[src/rtl/ahb_param_arbiter_if.sv]
// ---------------------------------------------------------------------------
// ahb_param_arbiter_if
// Bundles the request and grant signals between the AHB masters and the
// arbiter.
//   master modport : drives hbusreq/hlock/htrans/hready, observes the grants
//   slave modport  : the arbiter side, samples requests and drives the grants
//
// Request/grant semantics: hbusreq[i] and hlock[i] are levels held by master
// i for as long as it wants the bus (or a locked sequence). They are not
// pulses and carry no ready back-pressure. hgrant can only change on a rising
// hclk edge where hready=1 and htrans is IDLE or NONSEQ, which is the
// arbitration point. hmaster and hmastlock describe the address phase. They
// advance only on edges with hready=1, so they trail hgrant by one
// hready-qualified cycle.
// ---------------------------------------------------------------------------
interface ahb_param_arbiter_if #(
  parameter int NUM_MASTERS = 16,
  parameter int MW          = (NUM_MASTERS > 2) ? $clog2(NUM_MASTERS) : 1
);
  logic [NUM_MASTERS-1:0] hbusreq;
  logic [NUM_MASTERS-1:0] hlock;
  logic [1:0]             htrans;
  logic                   hready;
  logic [NUM_MASTERS-1:0] hgrant;
  logic [MW-1:0]          hmaster;
  logic                   hmastlock;

  modport master (
    output hbusreq, hlock, htrans, hready,
    input  hgrant, hmaster, hmastlock
  );

  modport slave (
    input  hbusreq, hlock, htrans, hready,
    output hgrant, hmaster, hmastlock
  );
endinterface

[src/rtl/ahb_param_arbiter.sv]
// ---------------------------------------------------------------------------
// ahb_param_arbiter
// Parametrised AHB bus arbiter. It supports fixed-priority or round-robin
// selection, a parked default master, locked transfers and an optional limit
// on how long an unlocked owner can hold the bus while others wait.
//
// Ports:
//   hclk        : bus clock, all state changes on the rising edge
//   hreset      : synchronous, active-high reset
//   bus         : request/grant bundle (slave modport), see the interface
//   dbg_state_o : FSM state (0 PARK, 1 OWN, 2 LOCK)
//   dbg_ptr_o   : round-robin search start pointer
//   dbg_hold_o  : hold counter of the current unlocked owner
//
// Parameters:
//   NUM_MASTERS    2..32
//   ARB_MODE       0 fixed priority (lowest index wins), 1 round-robin
//   DEFAULT_MASTER parked master, < NUM_MASTERS
//   MAX_HOLD       0 disables the limit, otherwise 1..255 cycles
// ---------------------------------------------------------------------------
module ahb_param_arbiter #(
  parameter  int NUM_MASTERS    = 16,
  parameter  int ARB_MODE       = 1,
  parameter  int DEFAULT_MASTER = 0,
  parameter  int MAX_HOLD       = 0,
  localparam int MW             = (NUM_MASTERS > 2) ? $clog2(NUM_MASTERS) : 1
) (
  input  logic                 hclk,
  input  logic                 hreset,
  ahb_param_arbiter_if.slave   bus,
  output logic [1:0]           dbg_state_o,
  output logic [MW-1:0]        dbg_ptr_o,
  output logic [7:0]           dbg_hold_o
);

  typedef enum logic [1:0] {
    ST_PARK = 2'd0,
    ST_OWN  = 2'd1,
    ST_LOCK = 2'd2
  } state_e;

  localparam logic [NUM_MASTERS-1:0] ONE_C     = {{(NUM_MASTERS-1){1'b0}}, 1'b1};
  localparam logic [MW-1:0]          DEF_IDX_C = MW'(DEFAULT_MASTER);
  localparam logic [MW-1:0]          LAST_C    = MW'(NUM_MASTERS - 1);
  localparam logic [7:0]             MAXH_C    = 8'(MAX_HOLD);
  localparam bit                     HOLD_EN_C = (MAX_HOLD > 0);

  // Lowest set index of req. Callers only use it with at least one bit set.
  function automatic logic [MW-1:0] pick_low(input logic [NUM_MASTERS-1:0] req);
    logic [MW-1:0] idx;
    idx = '0;
    for (int i = NUM_MASTERS - 1; i >= 0; i--) begin
      if (req[i]) idx = MW'(i);
    end
    return idx;
  endfunction

  // Round-robin pick. Rotate req so that bit 0 is the pointer position, find
  // the first set bit, then map the offset back to an absolute index modulo
  // NUM_MASTERS. NUM_MASTERS need not be a power of two.
  function automatic logic [MW-1:0] pick_rr(input logic [NUM_MASTERS-1:0] req,
                                            input logic [MW-1:0]          ptr);
    logic [2*NUM_MASTERS-1:0] dbl;
    logic [NUM_MASTERS-1:0]   rot;
    logic [MW-1:0]            off;
    int                       sum;
    dbl = {req, req} >> ptr;
    rot = dbl[NUM_MASTERS-1:0];
    off = pick_low(rot);
    sum = int'(ptr) + int'(off);
    if (sum >= NUM_MASTERS) sum = sum - NUM_MASTERS;
    return MW'(sum);
  endfunction

  state_e                 state_q, state_d;
  logic [MW-1:0]          owner_q, owner_d;
  logic [MW-1:0]          ptr_q, ptr_d;
  logic [7:0]             hold_q, hold_d;
  logic [NUM_MASTERS-1:0] hgrant_q, hgrant_d;
  logic [MW-1:0]          hmaster_q, hmaster_d;
  logic                   hmastlock_q, hmastlock_d;

  logic                   ap;
  logic                   owner_req, owner_lock, other_req, any_req;
  logic                   timeout;
  logic [NUM_MASTERS-1:0] cand;
  logic [MW-1:0]          winner;
  logic                   rearb, go_park, enter_lock;

  // Request decode. hgrant_q is the owner one-hot (DEFAULT_MASTER in PARK),
  // so hlock from any other master is masked out here.
  always_comb begin
    ap         = bus.hready && (bus.htrans == 2'b00 || bus.htrans == 2'b10);
    any_req    = |bus.hbusreq;
    owner_req  = |(bus.hbusreq & hgrant_q);
    owner_lock = |(bus.hlock & hgrant_q);
    other_req  = |(bus.hbusreq & ~hgrant_q);
    timeout    = HOLD_EN_C && (state_q == ST_OWN) && (hold_q >= MAXH_C) && other_req;
    // A timed-out owner is still requesting. Remove it from the candidates so
    // that the grant actually moves, in either arbitration mode.
    cand       = (timeout && owner_req) ? (bus.hbusreq & ~hgrant_q) : bus.hbusreq;
    winner     = (ARB_MODE == 0) ? pick_low(cand) : pick_rr(cand, ptr_q);
  end

  // Next-state logic. Nothing moves except at an arbitration point.
  always_comb begin
    state_d    = state_q;
    owner_d    = owner_q;
    ptr_d      = ptr_q;
    rearb      = 1'b0;
    go_park    = 1'b0;
    enter_lock = 1'b0;

    if (ap) begin
      case (state_q)
        ST_PARK: begin
          if (any_req) rearb = 1'b1;
        end
        ST_OWN, ST_LOCK: begin
          if (state_q == ST_LOCK && owner_lock) begin
            state_d = ST_LOCK;
          end else begin
            // Leaving LOCK uses exactly the same rules as OWN.
            state_d = ST_OWN;
            if (owner_lock && owner_req) begin
              state_d    = ST_LOCK;
              enter_lock = 1'b1;
            end else if (!owner_req) begin
              if (any_req) rearb = 1'b1;
              else         go_park = 1'b1;
            end else if (timeout) begin
              rearb = 1'b1;
            end
          end
        end
        default: go_park = 1'b1;
      endcase
    end

    if (rearb) begin
      state_d = ST_OWN;
      owner_d = winner;
      ptr_d   = (winner == LAST_C) ? '0 : winner + 1'b1;
    end else if (go_park) begin
      state_d = ST_PARK;
      owner_d = DEF_IDX_C;
    end

    // The hold counter runs every cycle in OWN, including hready wait
    // states, while someone else waits. It restarts on any ownership change.
    if (state_q == ST_OWN && other_req && !rearb && !go_park && !enter_lock) begin
      hold_d = (hold_q == 8'hFF) ? hold_q : hold_q + 8'd1;
    end else begin
      hold_d = 8'd0;
    end
  end

  // Output logic. hmaster and hmastlock describe the address phase and only
  // advance on hready edges, so they trail the grant.
  always_comb begin
    hgrant_d    = ONE_C << owner_d;
    hmaster_d   = hmaster_q;
    hmastlock_d = hmastlock_q;
    if (bus.hready) begin
      hmaster_d   = owner_q;
      hmastlock_d = (state_q == ST_LOCK) || enter_lock;
    end
  end

  always_ff @(posedge hclk) begin
    if (hreset) begin
      state_q     <= ST_PARK;
      owner_q     <= DEF_IDX_C;
      ptr_q       <= '0;
      hold_q      <= 8'd0;
      hgrant_q    <= ONE_C << DEF_IDX_C;
      hmaster_q   <= DEF_IDX_C;
      hmastlock_q <= 1'b0;
    end else begin
      state_q     <= state_d;
      owner_q     <= owner_d;
      ptr_q       <= ptr_d;
      hold_q      <= hold_d;
      hgrant_q    <= hgrant_d;
      hmaster_q   <= hmaster_d;
      hmastlock_q <= hmastlock_d;
    end
  end

  assign bus.hgrant    = hgrant_q;
  assign bus.hmaster   = hmaster_q;
  assign bus.hmastlock = hmastlock_q;

  assign dbg_state_o   = state_q;
  assign dbg_ptr_o     = ptr_q;
  assign dbg_hold_o    = hold_q;

endmodule
[src/flat_wrapper.sv]
// flat-port wrapper written by rule: the top's interface ports become plain ports
module ahb_param_arbiter_flat 
#(
  parameter  int NUM_MASTERS    = 16,
  parameter  int ARB_MODE       = 1,
  parameter  int DEFAULT_MASTER = 0,
  parameter  int MAX_HOLD       = 0,
  localparam int MW             = (NUM_MASTERS > 2) ? $clog2(NUM_MASTERS) : 1
)
  (hclk, hreset, dbg_state_o, dbg_ptr_o, dbg_hold_o, bus_hbusreq, bus_hlock, bus_htrans, bus_hready, bus_hgrant, bus_hmaster, bus_hmastlock);
  ahb_param_arbiter_if #(.NUM_MASTERS(NUM_MASTERS)) bus_i ();
  input  logic hclk;
  input  logic hreset;
  output logic [1:0] dbg_state_o;
  output logic [MW-1:0] dbg_ptr_o;
  output logic [7:0] dbg_hold_o;
  input wire logic [$bits(bus_i.hbusreq)-1:0] bus_hbusreq;
  input wire logic [$bits(bus_i.hlock)-1:0] bus_hlock;
  input wire logic [$bits(bus_i.htrans)-1:0] bus_htrans;
  input wire logic [$bits(bus_i.hready)-1:0] bus_hready;
  output wire logic [$bits(bus_i.hgrant)-1:0] bus_hgrant;
  output wire logic [$bits(bus_i.hmaster)-1:0] bus_hmaster;
  output wire logic [$bits(bus_i.hmastlock)-1:0] bus_hmastlock;
  assign bus_i.hbusreq = bus_hbusreq;
  assign bus_i.hlock = bus_hlock;
  assign bus_i.htrans = bus_htrans;
  assign bus_i.hready = bus_hready;
  assign bus_hgrant = bus_i.hgrant;
  assign bus_hmaster = bus_i.hmaster;
  assign bus_hmastlock = bus_i.hmastlock;
  ahb_param_arbiter #(.NUM_MASTERS(NUM_MASTERS), .ARB_MODE(ARB_MODE), .DEFAULT_MASTER(DEFAULT_MASTER), .MAX_HOLD(MAX_HOLD)) u_core (.hclk(hclk), .hreset(hreset), .bus(bus_i), .dbg_state_o(dbg_state_o), .dbg_ptr_o(dbg_ptr_o), .dbg_hold_o(dbg_hold_o));
endmodule
[config.mk]
export PLATFORM = sky130hd
export DESIGN_NAME = ahb_param_arbiter_flat
export DESIGN_NICKNAME = d
export VERILOG_FILES = /design/src/rtl/ahb_param_arbiter_if.sv /design/src/rtl/ahb_param_arbiter.sv /design/src/flat_wrapper.sv
export SDC_FILE = /design/constraint.sdc
export NUM_CORES = 1
export LEC_CHECK = 0
export ABC_AREA = 1
export CAP_MARGIN = 10
export CORE_ASPECT_RATIO = 0.75
export CORE_MARGIN = 2
export CORE_UTILIZATION = 56
export DETAILED_ROUTE_END_ITERATION = 16
export PLACE_DENSITY = 0.87
export SETUP_SLACK_MARGIN = 0.1
export SLEW_MARGIN = 5
export SYNTH_ARGS = -nofsm -noshare
export SYNTH_HDL_FRONTEND = slang
export SYNTH_SLANG_ARGS = --single-unit
[constraint.sdc]
create_clock -name hclk -period 10.16 [get_ports hclk]
set_clock_uncertainty 0.1 [all_clocks]
set_input_delay 2.032 -clock hclk [delete_from_list [all_inputs] [get_ports hclk]]
set_output_delay 2.032 -clock hclk [all_outputs]
set_load 0.03 [all_outputs]
# Yosys cells after proc, flatten, opt, wreduce, memory -nomap -nowiden
# Cells that the tools add are included.
[totals] ff_bits=39 latchBits=0 ramBits=0 rom_bits=0 elab_cells=92 n_memories=0
[op_classes] n_addsub=4 mul=0 div=0 magnitude_cmp=1 eq_ne=5 shifts=2 muxes=42 n_bitwise=5 reduce_logical=25
[op_table] cell="2-to-1 mux 4 bit" n=20
[op_table] cell="OR reduction 16 bit" n=4
[op_table] cell="bitwise AND 16 bit" n=3
[op_table] cell=">> shifter 32 x 4 -> 16 bit" n=1
[op_table] cell="2-to-1 mux 1 bit" n=18
[op_table] cell="NOT 16 bit" n=1
[op_table] cell="left shift 1 x 4 -> 16 bit, first input constant" n=1
[op_table] cell="adder 8 x 1 -> 8 bit, second input constant" n=1
[op_table] cell="== test 8 bit, second input constant" n=1
[op_table] cell="logical AND 1 bit" n=7
[op_table] cell="nonzero test 3 bit" n=2
[op_table] cell="adder 4 x 4 -> 5 bit" n=1
[op_table] cell="greater-or-equal comparator 5 bit, second input constant" n=1
[op_table] cell="adder 4 x 1 -> 4 bit, second input constant" n=1
[op_table] cell="== test 2 bit, second input constant" n=2
[op_table] cell="== test 4 bit, second input constant" n=1
[op_table] cell="logical NOT 2 bit" n=2
[op_table] cell="2-to-1 mux 2 bit" n=2
[op_table] cell="one-hot mux 1 bit (2 select lines)" n=2
[op_table] cell="AND reduction 2 bit" n=2
[op_table] cell="OR reduction 2 bit" n=2
[op_table] cell="subtractor 4 x 1 -> 4 bit, second input constant" n=1
[op_table] cell="logical NOT 1 bit" n=3
[op_table] cell="OR reduction 3 bit" n=1
[op_table] cell="3 further kinds" n=4

# Depth between registers and ports, before layout
[logic_depth] depth_word=22 ltp_mapped=35

# Worst setup path before layout
# Ideal clock, no wire load.
[synth_timing] kind="input port to flip-flop" startpoint="input bus_hbusreq[0]" endpoint="register u_core.ptr_q[0], in the netlist u_core.dbg_ptr_o[0]" setup_time_ps=116 t_arrival_ps=4472 required_time_ps=9944 setup_slack_ps=5472 path_stages=32 cell_sequence="nand2_1 > nand3_1 > nand3_1 > nand2_1 > nand2_1 > nand2_1 > nand2_1 > nand2_1 > nand2_1 > nand2_1 > nand2_1 > nand2_1 > nand2_1 > nand2_1 > nand2_1 > nand2_1 > nand2_1 > nand2_1 > nand2_1 > a21oi_1 > ha_1 > inv_1 > fa_1 > inv_1 > ha_1 > inv_1 > nor2_1 > nand3_1 > nand2_1 > inv_2 > nand2_1 > a21oi_1"
[synth_via] elab_chain_len=22 word_cells_on_any_way=34 cone_classes="add/sub (3); order compare (1); eq/ne (1); shift (1); mux (24); bitwise (1); reduce/logical (3)"
[synth_rtl] item="from (decl)" line="flat_wrapper.sv:17" text="input wire logic [$bits(bus_i.hbusreq)-1:0] bus_hbusreq;"
[synth_rtl] item=">> shifter 32 x 4 -> 16 bit" line="ahb_param_arbiter.sv:67" text="dbl = {req, req} >> ptr;"
[synth_rtl] item="2-to-1 mux 4 bit (16 in series)" line="ahb_param_arbiter.sv:53" text="if (req[i]) idx = MW'(i);"
[synth_rtl] item="adder 4 x 4 -> 5 bit" line="ahb_param_arbiter.sv:70" text="sum = int'(ptr) + int'(off);"
[synth_rtl] item="subtractor 4 x 1 -> 4 bit or greater-or-equal comparator 5 bit (tied branches)" line="ahb_param_arbiter.sv:71" text="if (sum >= NUM_MASTERS) sum = sum - NUM_MASTERS;"
[synth_rtl] item="2-to-1 mux 4 bit" line="ahb_param_arbiter.sv:71"
[synth_rtl] item="adder 4 x 1 -> 4 bit or == test 4 bit (tied branches)" line="ahb_param_arbiter.sv:143" text="ptr_d = (winner == LAST_C) ? '0 : winner + 1'b1;"
[synth_rtl] item="2-to-1 mux 4 bit" line="ahb_param_arbiter.sv:143"
[synth_rtl] item="to (signal assigned)" line="ahb_param_arbiter.sv:182" text="ptr_q <= ptr_d;"
[synth_rtl] item="to (decl)" line="ahb_param_arbiter.sv:77" text="logic [MW-1:0] ptr_q, ptr_d;"
# Several ways; a longest one is shown, not always the timed one.
# A chain may end at the register's enable or synchronous reset.

# Worst setup path after layout
[layout_timing] startpoint="input bus_hbusreq[0]" endpoint="register u_core.hgrant_q[0], in the netlist u_core.bus.hgrant[0]"
[layout_via] elab_chain_len=22 word_cells_on_any_way=40 cone_classes="add/sub (2); order compare (1); shift (2); mux (31); bitwise (1); reduce/logical (3)"
[layout_rtl] item=">> shifter 32 x 4 -> 16 bit" line="ahb_param_arbiter.sv:67"
[layout_rtl] item="2-to-1 mux 4 bit (16 in series)" line="ahb_param_arbiter.sv:53"
[layout_rtl] item="adder 4 x 4 -> 5 bit" line="ahb_param_arbiter.sv:70"
[layout_rtl] item="subtractor 4 x 1 -> 4 bit or greater-or-equal comparator 5 bit (tied branches)" line="ahb_param_arbiter.sv:71"
[layout_rtl] item="2-to-1 mux 4 bit" line="ahb_param_arbiter.sv:71"
[layout_rtl] item="2-to-1 mux 4 bit *" line="ahb_param_arbiter.sv:140" text="if (rearb) begin"
[layout_rtl] item="left shift 1 x 4 -> 16 bit *" line="ahb_param_arbiter.sv:161" text="hgrant_d = ONE_C << owner_d;"
[layout_rtl] item="to (signal assigned)" line="ahb_param_arbiter.sv:176" text="hgrant_q <= ONE_C << DEF_IDX_C;"
[layout_rtl] item="to (signal assigned)" line="ahb_param_arbiter.sv:184" text="hgrant_q <= hgrant_d;"
[layout_rtl] item="to (decl)" line="ahb_param_arbiter.sv:79" text="logic [NUM_MASTERS-1:0] hgrant_q, hgrant_d;"
# Every way passes the cells marked *; elsewhere a longest branch is shown, timed or not.

==> results by group <==
Status
  • Status: finished, final reports clean

Min path
  • Worst Hold End: u_core.bus.hmaster[0]
  • HP Class: reg2reg
  • Hold path start: u_core.owner_q[0]
  • WHS Path Cells: 2

GRT
  • Initial antenna violation count: 0
  • First-pass GRT wire length: around 16000 um
  • Vias in the first global route: about 3400
  • Maximum number of pins on one net before global-route repair: 21
  • Total gr overflow: 0
  • Tot GR Track Use: 29.9%

Power and ir drop
  • Clk pwr share: about 20%
  • Peak supply drop: 0.115 mV
  • Sw frac: roughly 44%
  • P_leak: about 0.0017 uW
  • Net switching power: ~280 uW
  • Part of the power in registers: around 29%
  • PD cells: 157 nW/um^2
  • P_int: 353 uW
  • Combinational share of power: between 50% and 60%

Yosys
  • Syn Inst Count: between 400 and 500
  • Post-Syn Nets: approximately 540
  • Async SR Flop Fraction: 0%
  • Largest cells by area after synthesis: dfxtp_1 24%, nand2_1 16%, nand3_1 9.1%
  • Synth warn: 0
  • Synth area leader: dfxtp_1
  • Yosys reg bits: 39
  • Synth top area share: 24.1%
  • Main flop type after synthesis: dfxtp_1
  • Post-synth cell types: 40
  • EDFF count, synth: 0
  • Syn_area_per_cell: between 6 and 7 um^2
  • Sequential-to-total area share from yosys stat: between 20% and 30%
  • Cell area after synthesis: around 3200 um^2

Clock network
  • Num CTS Buffers: 5
  • # hold bufs at CTS: 0
  • Worst-case clock buffer depth: 2
  • Setup repair bufs after CTS: 0
  • H-tree depth reported by CTS: 2
  • Clock Latency Late Sink: between 0.2 and 0.3 ns
  • CTS tree: done
  • # clock sinks: 39
  • Clk pin slew, worst setup/hold paths: around 0.08 ns
  • Post-CTS sizing: 0
  • Root Driver: clkbuf_8

Timing
  • Part of the cycle the worst path needs: 55.0%
  • Max Clk Rate: 179 MHz
  • Final Hold Fails: 0
  • Final TNS setup: 0 ns
  • Final worst setup slack: approximately 4.6 ns
  • RSZ-0062 raised after global routing: false
  • Final min period: between 5 and 6 ns
  • Worst slew margin: approximately a third
  • Actual slew at the worst max-slew pin: between 0.9 and 1 ns
  • Max-slew violations: 0
  • Final number of setup-violating endpoints: 0

Floorplan
  • Core ar.: between 5000 and 6000 um^2
  • # IOs: about 70
  • Die W: just over 90 um
  • Num rows: 23
  • Die H: ~70 um
  • Die area: roughly 6400 um^2
  • Initial core utilization: 59.2%

Final layout
  • Layout cell share with drive strength beyond 1: a little over an eighth
  • Multi-input gate area: 2100 um^2
  • Area growth from synthesis to layout: 24.6%
  • Storage element area: around 780 um^2
  • Diodes inserted: 0
  • Finished Cell Area: ~4000 um^2
  • Nets: 607
  • # fillers: 435

Critical path
  • Worst setup startpoint: bus_hbusreq[0]
  • Top cell by count, worst path: nand2_1
  • Crit-path slowest cell: clkdlybuf4s50_1
  • Cell family with most CP delay: simple AND/OR/NAND/NOR gates
  • Critical Path End Type: flop
  • CP max FO: 5
  • Worst R2R Start: u_core.dbg_ptr_o[0]
  • Worst path arrival time: ~5.7 ns
  • Worst reg2reg path depth: 30
  • Setup CP Type: in2reg
  • CP startpoint kind: input pin
  • CP peak stage delay: 0.65 ns
  • Capture point of the worst reg-to-reg path: u_core.bus.hgrant[0]
  • Worst EP required: roughly 10 ns
  • CP bufs+invs: 4
  • R2R Setup Slk: 5.84 ns

Detailed routing
  • Drt first-iter violations: 237
  • Drt pass-1 iters: 5
  • WL final: 9240 um
  • DR vias: between 3000 and 4000
  • DR WL/cell: ~15 um
  • Routed Antenna Nets: 0
  • Vias per inst: roughly 5.7
  • Number of remaining DRC errors: 0

Placement
  • Pre-CTS setup slack: roughly 4.3 ns
  • DP Area: a little under 4000 um^2
  • GPL Wtd Cong: ~0.94
  • IO buf count: 70
  • DP HPWL: just over 7000 um

Run
  • Max-Cap Viols: 0
## metrics by stage
step / total power [uW] / hold WS, ns / utilization (%) / instances
2_1_floorplan: 425 / 0.350 / - / 497
3_3_place_gp: 489 / 0.382 / 71.7 / 628
3_5_place_dp: 500 / 0.379 / 71.7 / 628
4_1_cts: 630 / 0.394 / 73.8 / 636
5_1_grt: 684 / 0.419 / 73.8 / 636
6_report: 632 / 0.402 / 73.8 / 636
## placed cells by master, fill, tap and decap left out, types with 8 or more instances in the layout
cell type,instances
nand2_1,138
clkdlybuf4s50_1,70
nand3_1,59
inv_1,51
dfxtp_1,39
nor2_1,33
a21oi_1,19
o21ai_0,15
nand3_2,12
inv_2,10
nand2_4,9
nor2_2,9
ha_1,9
o21ai_1,8
## power groups by stage
stage	Combinational [uW]	Clock [uW]	Sequential [uW]
after floorplan	235	0	190
final	318	129	185
after CTS	316	130	184
after global routing	359	138	188
after global placement	302	0	187
after detailed placement	312	0	188
## sequential cells by signal (all words and copies together), names as in the netlist
signal	count
u_core.bus.hmastlock	1
u_core.dbg_hold_o	8
u_core.dbg_state_o	2
u_core.bus.hmaster	4
u_core.owner_q	4
u_core.bus.hgrant	16
u_core.dbg_ptr_o	4
## worst min-delay path: stages (launching register included)
cell     delay, ns
dfxtp_1       0.32
nor2_1        0.09
nor2_1        0.05
## cell type report
| cell class | instances | area share [%] |
|---|---|---|
| inverters | 64 | 6.08 |
| well taps | 75 | 2.33 |
| multi-input cells | 380 | 52.1 |
| repair buffers | 70 | 17.4 |
| clock inverters | 3 | 1.09 |
| flip-flops and latches | 39 | 19.3 |
| clock buffers | 5 | 1.71 |
## metal layers
metal / track usage (%) / routed length (um) / up-vias
li1: - / - / 1774
met1: 42.1 / 4010 / 1625
met2: 49.0 / 4280 / 177
met3: 4.10 / 814 / 18
met4: 6.63 / 140 / 0
met5: 0 / 0 / -
## cells by family (layout without fill, tap and decap cells)
| group | Yosys count | after routing | share of synthesized area (%) |
|---|---|---|---|
| compound gates | 74 | 74 | 14.5 |
| xor+xnor | 2 | 2 | 0.541 |
| fa+ha+maj | 10 | 10 | 4.09 |
| buf+inv | 78 | 142 | 11.0 |
| flops | 39 | 39 | 24.1 |
| simple gates | 294 | 294 | 45.7 |
## how the worst max path moves through the flow
| stage | end | slack (ns) | cells past startpoint |
|---|---|---|---|
| detailed placement | u_core.bus.hgrant[0] | 4.29 | 31 |
| CTS | u_core.bus.hgrant[0] | 4.60 | 31 |
| global route | u_core.bus.hgrant[0] | 4.15 | 31 |
| finish | u_core.bus.hgrant[0] | 4.57 | 31 |
| floorplan | u_core.dbg_ptr_o[0] | 5.47 | 32 |
| global placement | u_core.bus.hgrant[0] | 4.42 | 31 |
## synth_stat cells (all sizes together), types with 2 or more instances
master    n
nand4     7
a22o      7
or2       3
nand3    74
a31oi     5
ha        9
nor3      5
nand2   155
o22ai     7
buf      14
inv      63
dfxtp    39
nor4      3
a21oi    19
xor2      2
a221oi    5
nor2     44
a211oi    2
o21ai    28
(Power assumes the default switching activity.)
